`config.mk`:
```
export PLATFORM = sky130hd
export DESIGN_NAME = mips_avalon_arbiter
export DESIGN_NICKNAME = d
export VERILOG_FILES = /design/src/rtl/mips_avalon_pkg.sv /design/src/rtl/mips_avalon_arbiter.sv
export SDC_FILE = /design/constraint.sdc
export NUM_CORES = 1
export LEC_CHECK = 0
export CELL_PAD_IN_SITES_DETAIL_PLACEMENT = 1
export CELL_PAD_IN_SITES_GLOBAL_PLACEMENT = 1
export CORE_UTILIZATION = 34
export CTS_BUF_LIST = sky130_fd_sc_hd__clkbuf_2 sky130_fd_sc_hd__clkbuf_4 sky130_fd_sc_hd__clkbuf_8
export DETAILED_ROUTE_END_ITERATION = 16
export PLACE_DENSITY = 0.9
export SLEW_MARGIN = 40
export SYNTH_ARGS = -nofsm -noshare
export SYNTH_HDL_FRONTEND = slang
export SYNTH_SLANG_ARGS = --single-unit
```
`constraint.sdc`:
```
create_clock -name clk -period 5.45 [get_ports clk]
set_input_delay 1.09 -clock clk [delete_from_list [all_inputs] [get_ports clk]]
set_output_delay 1.09 -clock clk [all_outputs]
set_load 0.05 [all_outputs]
```
`src/rtl/mips_avalon_pkg.sv`:
```
// mips_avalon_pkg
//   Shared types and widths for the Avalon-MM arbiter slice.
//   arb_state_t : arbiter FSM state (IDLE, WRITE, READ)
//   AVM_ADDR_W  : Avalon address width
//   AVM_DATA_W  : Avalon data width
//   AVM_BE_W    : Avalon byte-enable width
package mips_avalon_pkg;

    localparam int AVM_ADDR_W = 32;
    localparam int AVM_DATA_W = 32;
    localparam int AVM_BE_W   = 4;

    typedef enum logic [1:0] {
        IDLE  = 2'd0,
        WRITE = 2'd1,
        READ  = 2'd2
    } arb_state_t;

endpackage

```
`src/rtl/mips_avalon_arbiter.sv`:
```
// mips_avalon_arbiter
//   Single Avalon-MM master shared by the cache write-buffer drain port and
//   the cache read-miss port. One transfer at a time: IDLE picks a request and
//   latches it into the avm_* registers, WRITE/READ hold the bus until the
//   slave drops avm_waitrequest, then the FSM returns to IDLE.
//
//   Optional feature macro: MIPS_ARB_READ_PRIORITY_EN
//     undefined : write-first policy; a read is granted only when the write
//                 buffer is empty, so reads never pass buffered writes.
//     defined   : read-first policy with a 3-bit saturating burst counter;
//                 after READ_BURST_MAX consecutive reads a pending write wins.
//
//   Ports
//     clk, rst          clock (rising edge), asynchronous active-high reset
//     wb_addr/writedata/byteenable/write/empty   write-buffer head
//     wb_waitrequest    low for one cycle = head consumed (buffer pops)
//     rd_addr, rd_read  read-miss request, held until rd_waitrequest low
//     rd_waitrequest    low for one cycle = read accepted by the bus
//     rd_readdata       registered read data
//     rd_readvalid      one-cycle pulse, rd_readdata valid
//     avm_*             Avalon-MM master interface
//
//   Handshake: a request (wb_write or rd_read) is a valid that must stay
//   asserted with stable payload until its waitrequest is sampled low at a
//   rising edge; that edge is the only transfer point. On the bus side the
//   avm_* outputs are held stable while avm_waitrequest is high, and the
//   transfer completes on the edge where avm_waitrequest is low.
module mips_avalon_arbiter
    import mips_avalon_pkg::*;
#(
    parameter int READ_BURST_MAX = 4
) (
    input  logic                  clk,
    input  logic                  rst,
    input  logic [AVM_ADDR_W-1:0] wb_addr,
    input  logic [AVM_DATA_W-1:0] wb_writedata,
    input  logic [AVM_BE_W-1:0]   wb_byteenable,
    input  logic                  wb_write,
    input  logic                  wb_empty,
    output logic                  wb_waitrequest,
    input  logic [AVM_ADDR_W-1:0] rd_addr,
    input  logic                  rd_read,
    output logic                  rd_waitrequest,
    output logic [AVM_DATA_W-1:0] rd_readdata,
    output logic                  rd_readvalid,
    output logic [AVM_ADDR_W-1:0] avm_address,
    output logic                  avm_read,
    output logic                  avm_write,
    output logic [AVM_DATA_W-1:0] avm_writedata,
    output logic [AVM_BE_W-1:0]   avm_byteenable,
    input  logic                  avm_waitrequest,
    input  logic [AVM_DATA_W-1:0] avm_readdata
);

    // The burst counter is 3 bits wide, so the limit must fit in it.
    if (READ_BURST_MAX < 1 || READ_BURST_MAX > 7) begin : g_param_check
        $error("READ_BURST_MAX must be in 1..7");
    end

    // Current FSM state, visible by name for debug and checkers.
    arb_state_t state;
    arb_state_t state_d;
    logic       grant_wr;
    logic       grant_rd;

`ifdef MIPS_ARB_READ_PRIORITY_EN
    logic [2:0] burst_cnt;
    logic       burst_at_max;

    assign burst_at_max = (burst_cnt >= 3'(READ_BURST_MAX));

    // Consecutive granted reads; any granted write starts a new burst.
    always_ff @(posedge clk or posedge rst) begin
        if (rst) begin
            burst_cnt <= 3'd0;
        end else if (grant_wr) begin
            burst_cnt <= 3'd0;
        end else if (grant_rd && burst_cnt != 3'd7) begin
            burst_cnt <= burst_cnt + 3'd1;
        end
    end
`endif

    // Next-state and grant decode.
    always_comb begin
        state_d  = state;
        grant_wr = 1'b0;
        grant_rd = 1'b0;
        case (state)
            IDLE: begin
`ifdef MIPS_ARB_READ_PRIORITY_EN
                if (rd_read && !(burst_at_max && wb_write)) begin
                    grant_rd = 1'b1;
                end else if (wb_write) begin
                    grant_wr = 1'b1;
                end
`else
                // A read waits for the buffer to drain: no read may pass a
                // buffered write to the same line.
                if (wb_write) begin
                    grant_wr = 1'b1;
                end else if (rd_read && wb_empty) begin
                    grant_rd = 1'b1;
                end
`endif
                if (grant_wr) begin
                    state_d = WRITE;
                end else if (grant_rd) begin
                    state_d = READ;
                end
            end
            WRITE: if (!avm_waitrequest) state_d = IDLE;
            READ:  if (!avm_waitrequest) state_d = IDLE;
            default: state_d = IDLE;
        endcase
    end

    // Acceptance is combinational so the requester sees it on the same edge
    // the slave takes the transfer.
    assign wb_waitrequest = !((state == WRITE) && !avm_waitrequest);
    assign rd_waitrequest = !((state == READ)  && !avm_waitrequest);

    always_ff @(posedge clk or posedge rst) begin
        if (rst) begin
            state          <= IDLE;
            avm_address    <= '0;
            avm_writedata  <= '0;
            avm_byteenable <= '0;
            avm_read       <= 1'b0;
            avm_write      <= 1'b0;
            rd_readdata    <= '0;
            rd_readvalid   <= 1'b0;
        end else begin
            state        <= state_d;
            rd_readvalid <= 1'b0;
            if (grant_wr) begin
                avm_address    <= wb_addr;
                avm_writedata  <= wb_writedata;
                avm_byteenable <= wb_byteenable;
                avm_write      <= 1'b1;
            end else if (grant_rd) begin
                avm_address    <= rd_addr;
                avm_byteenable <= '1;
                avm_read       <= 1'b1;
            end
            if (state == WRITE && !avm_waitrequest) begin
                avm_write <= 1'b0;
            end
            if (state == READ && !avm_waitrequest) begin
                avm_read     <= 1'b0;
                rd_readdata  <= avm_readdata;
                rd_readvalid <= 1'b1;
            end
        end
    end

    // A read request may only be withdrawn on the edge that accepts it.
    a_rd_read_held: assert property (@(posedge clk) disable iff (rst)
        (rd_read && rd_waitrequest) |=> rd_read);

endmodule

```
==> flow_metrics.env <==
export IMPL_run_status="completed"
export IMPL_coreArea_um2=13200
export IMPL_path_depth_of_the_worst_reg2reg_path=6
export IMPL_grt_setup_unrepaired="false"
export IMPL_worst_pin_slew_ns=0.841
export IMPL_post_synth_instance_area_um2=4600
export IMPL_synth_cell_type_count=20
export IMPL_synth_most_common_cell="sky130_fd_sc_hd__dfrtp_1"
export IMPL_cts_num_sinks=105
export IMPL_layout_worst_path_cycle_share=0.734
export IMPL_cts_resized_gates=0
export IMPL_yosysTopAreaCellShare=0.572
export IMPL_worst_ep_arrival_time_ns=2.91
export IMPL_number_of_antenna_violations_at_the_first_check_in_global_routing=0
export IMPL_ios=243
export IMPL_post_drt_via_cell_ratio=4.62
export IMPL_power_leakage_nw=3.16
export IMPL_slew_limit_headroom=0.439
export IMPL_num_vias=3217
export IMPL_design_power_total_mw=5.09
export IMPL_design_final_nets=658
export IMPL_cts_hold_buffers=0
export IMPL_maxCapViolations=0
export IMPL_grt_pass1_vias=3667
export IMPL_yosys_register_bits=105
export IMPL_drt_wl_total_mm=12.6
export IMPL_number_of_enable_type_register_cells_in_the_synthesized_netlist=0
export IMPL_detail_route_antenna_nets=0
export IMPL_initial_core_utilization=0.349
export IMPL_remaining_drc_errors=0
export IMPL_reg2reg_setup_slack_ns=2.93
export IMPL_synth_warning_count=0
export IMPL_grt_use_total=0.190
export IMPL_syn2layout_area_growth_pct=59.9
export IMPL_port_buffers=242
export IMPL_share_of_synthesized_area_occupied_by_flip_flops_and_latches=0.572
export IMPL_hold_path_class="flip-flop to flip-flop"
export IMPL_grt_first_pass_wirelength_mm=20.3
export IMPL_cts_tree="built"
export IMPL_wl_per_cell_um=18.1
export IMPL_numCtsBuffers=9
export IMPL_total_power_density_per_cell_area_nw_per_um2=692
export IMPL_ys_async_sr_fraction=1.00
export IMPL_synth_flop_cell="sky130_fd_sc_hd__dfrtp_1"
export IMPL_grt_ovfl_total=0
export IMPL_gp_congestion=0.795
export IMPL_drt_pass1_iterations=4
export IMPL_die_height_um=118
export IMPL_tns_ns=0
export IMPL_hold_viol=0
export IMPL_worst_ep_required_time_ns=4.36
export IMPL_clkLatencyLatePin_ns=0.36
export IMPL_floorplan_rows=42
export IMPL_synth_area_leader_cell="sky130_fd_sc_hd__dfrtp_1"
export IMPL_dieWidth_um=118
export IMPL_cts_repair_timing_setup_buffer_count=0
export IMPL_synth_top_cells_by_area="sky130_fd_sc_hd__dfrtp_1 57%, sky130_fd_sc_hd__mux2_4 20%, sky130_fd_sc_hd__mux2_2 17%"
export IMPL_fillerInstances=1298
export IMPL_final_layout_size_suffix_gt1_frac=0.290
export IMPL_finalClockSkew_ns=0.0135
export IMPL_hold_end="avm_byteenable[1]"
export IMPL_finalCriticalPeriod_ns=4.00
export IMPL_count_of_pins_over_their_slew_limit=0
export IMPL_vdd_ir_drop_max_v=0.000340
export IMPL_clock_path_buffers=2
export IMPL_timing_rr_end="avm_address[20]"
export IMPL_htree_num_levels=3
export IMPL_antenna_cells=0
export IMPL_clock_fmax_mhz=250
export IMPL_netlist_instances=275
export IMPL_synth_top_cells_by_count="105 x sky130_fd_sc_hd__dfrtp_1, 68 x sky130_fd_sc_hd__mux2_2, 60 x sky130_fd_sc_hd__mux2_4"
export IMPL_worst_min_path_start="avm_byteenable[1]"
export IMPL_syn_mean_instance_area_um2=16.7
export IMPL_clock_root_buffer="sky130_fd_sc_hd__clkbuf_8"
export IMPL_drt_iter0_drc=86
export IMPL_dpl_hpwl_mm=9.88
export IMPL_critical_path_startpoint_type="input port"
export IMPL_die_area_um2=14000
export IMPL_path_clk_slew_ns=0.09
export IMPL_synth_fp_nets=416
export IMPL_grt_start_max_net_pins=78
export IMPL_setup_viol=0
export IMPL_criticalPathCategory="input port to output pin"
export IMPL_worst_setup_path_end_kind="output pin"
export IMPL_critPathMaxFanout=35
export IMPL_hold_path_cell_count=1
export IMPL_crit_reg2reg_launch="state[0]"
-- cell families after synthesis --
family / Yosys count / share of synthesized area
AND/OR/NAND/NOR: 7 / 0.00898
buffers and inverters: 21 / 0.0305
adder cells (fa/ha/maj): 3 / 0.00817
multiplexers: 128 / 0.363
flip-flops: 105 / 0.572
AO/OA/AOI/OAI: 11 / 0.0182
-- how the worst max path moves through the flow --
stage	start	to	slack [ns]	cells past startpoint
2_1_floorplan	rst	avm_address[0]	1.60	1
3_5_place_dp	avm_waitrequest	rd_waitrequest	1.43	5
6_report	avm_waitrequest	rd_waitrequest	1.45	5
5_1_grt	avm_waitrequest	rd_waitrequest	1.35	5
4_1_cts	avm_waitrequest	rd_waitrequest	1.43	5
3_3_place_gp	avm_waitrequest	rd_waitrequest	1.44	5
-- stage by stage --
step / setup WS, ns / utilization / std cells / hold WS (ns) / instance area, um^2
2_1_floorplan: 1.60 / - / 275 / 0.516 / 4600
3_3_place_gp: 1.44 / 0.543 / 682 / 0.475 / 7160
3_5_place_dp: 1.43 / 0.543 / 682 / 0.483 / 7170
4_1_cts: 1.43 / 0.557 / 697 / 0.507 / 7350
5_1_grt: 1.35 / 0.557 / 697 / 0.527 / 7350
6_report: 1.45 / 0.557 / 697 / 0.503 / 7350
-- layer usage --
metal  vias to the layer above  track usage  wire (um)
li1                       1449            -          -
met1                      1592        0.210       4640
met2                       159        0.346       6760
met3                        17       0.0512        982
met4                         0       0.0745        255
met5                         -            0          0
-- cells in the final DEF, fill, tap and decap left out --
cell / count
sky130_fd_sc_hd__inv_1: 5
sky130_fd_sc_hd__o21a_2: 1
sky130_fd_sc_hd__clkinv_2: 4
sky130_fd_sc_hd__a21oi_1: 2
sky130_fd_sc_hd__mux2_2: 68
sky130_fd_sc_hd__mux2_4: 60
sky130_fd_sc_hd__buf_4: 4
sky130_fd_sc_hd__inv_6: 2
sky130_fd_sc_hd__clkdlybuf4s50_1: 242
sky130_fd_sc_hd__ha_1: 3
sky130_fd_sc_hd__bufinv_16: 1
sky130_fd_sc_hd__a21boi_0: 1
sky130_fd_sc_hd__clkbuf_8: 9
sky130_fd_sc_hd__nand2_4: 1
sky130_fd_sc_hd__and2_1: 1
sky130_fd_sc_hd__nand2b_1: 1
sky130_fd_sc_hd__nor2_1: 1
sky130_fd_sc_hd__o2bb2ai_1: 2
sky130_fd_sc_hd__nand2_1: 2
sky130_fd_sc_hd__dfrtp_1: 105
sky130_fd_sc_hd__a31oi_1: 1
sky130_fd_sc_hd__nor2b_4: 1
sky130_fd_sc_hd__o22a_1: 4
-- power by group --
group / leakage [nW] / switching (mW) / internal [mW]
clock: 0.0990 / 0.254 / 0.209
combinational: 1.82 / 1.94 / 1.30
sequential: 1.24 / 0.221 / 1.17
-- sequential cells by signal, indices dropped and copies added, names as in the netlist --
name / cells
avm_address: 32
avm_byteenable: 4
avm_read: 1
avm_write: 1
avm_writedata: 32
rd_readdata: 32
rd_readvalid: 1
state: 2
-- cell type report --
cell class	count	area (um^2)	share of cell area
inverter	6	27.5	0.00375
timing repair buffer	246	2450	0.334
tap	176	220	0.0300
clock inverter	6	58.8	0.00800
multi-input combinational	149	1840	0.250
sequential	105	2630	0.358
clock buffer	9	124	0.0169
-- worst max-delay path, cell delays in order --
cell and delay [ns]:
sky130_fd_sc_hd__clkdlybuf4s50_1 0.48, sky130_fd_sc_hd__nor2b_4 0.12, sky130_fd_sc_hd__buf_4 0.41, sky130_fd_sc_hd__inv_1 0.09, sky130_fd_sc_hd__clkdlybuf4s50_1 0.71
Note: power is estimated with default switching activity, not from simulation.
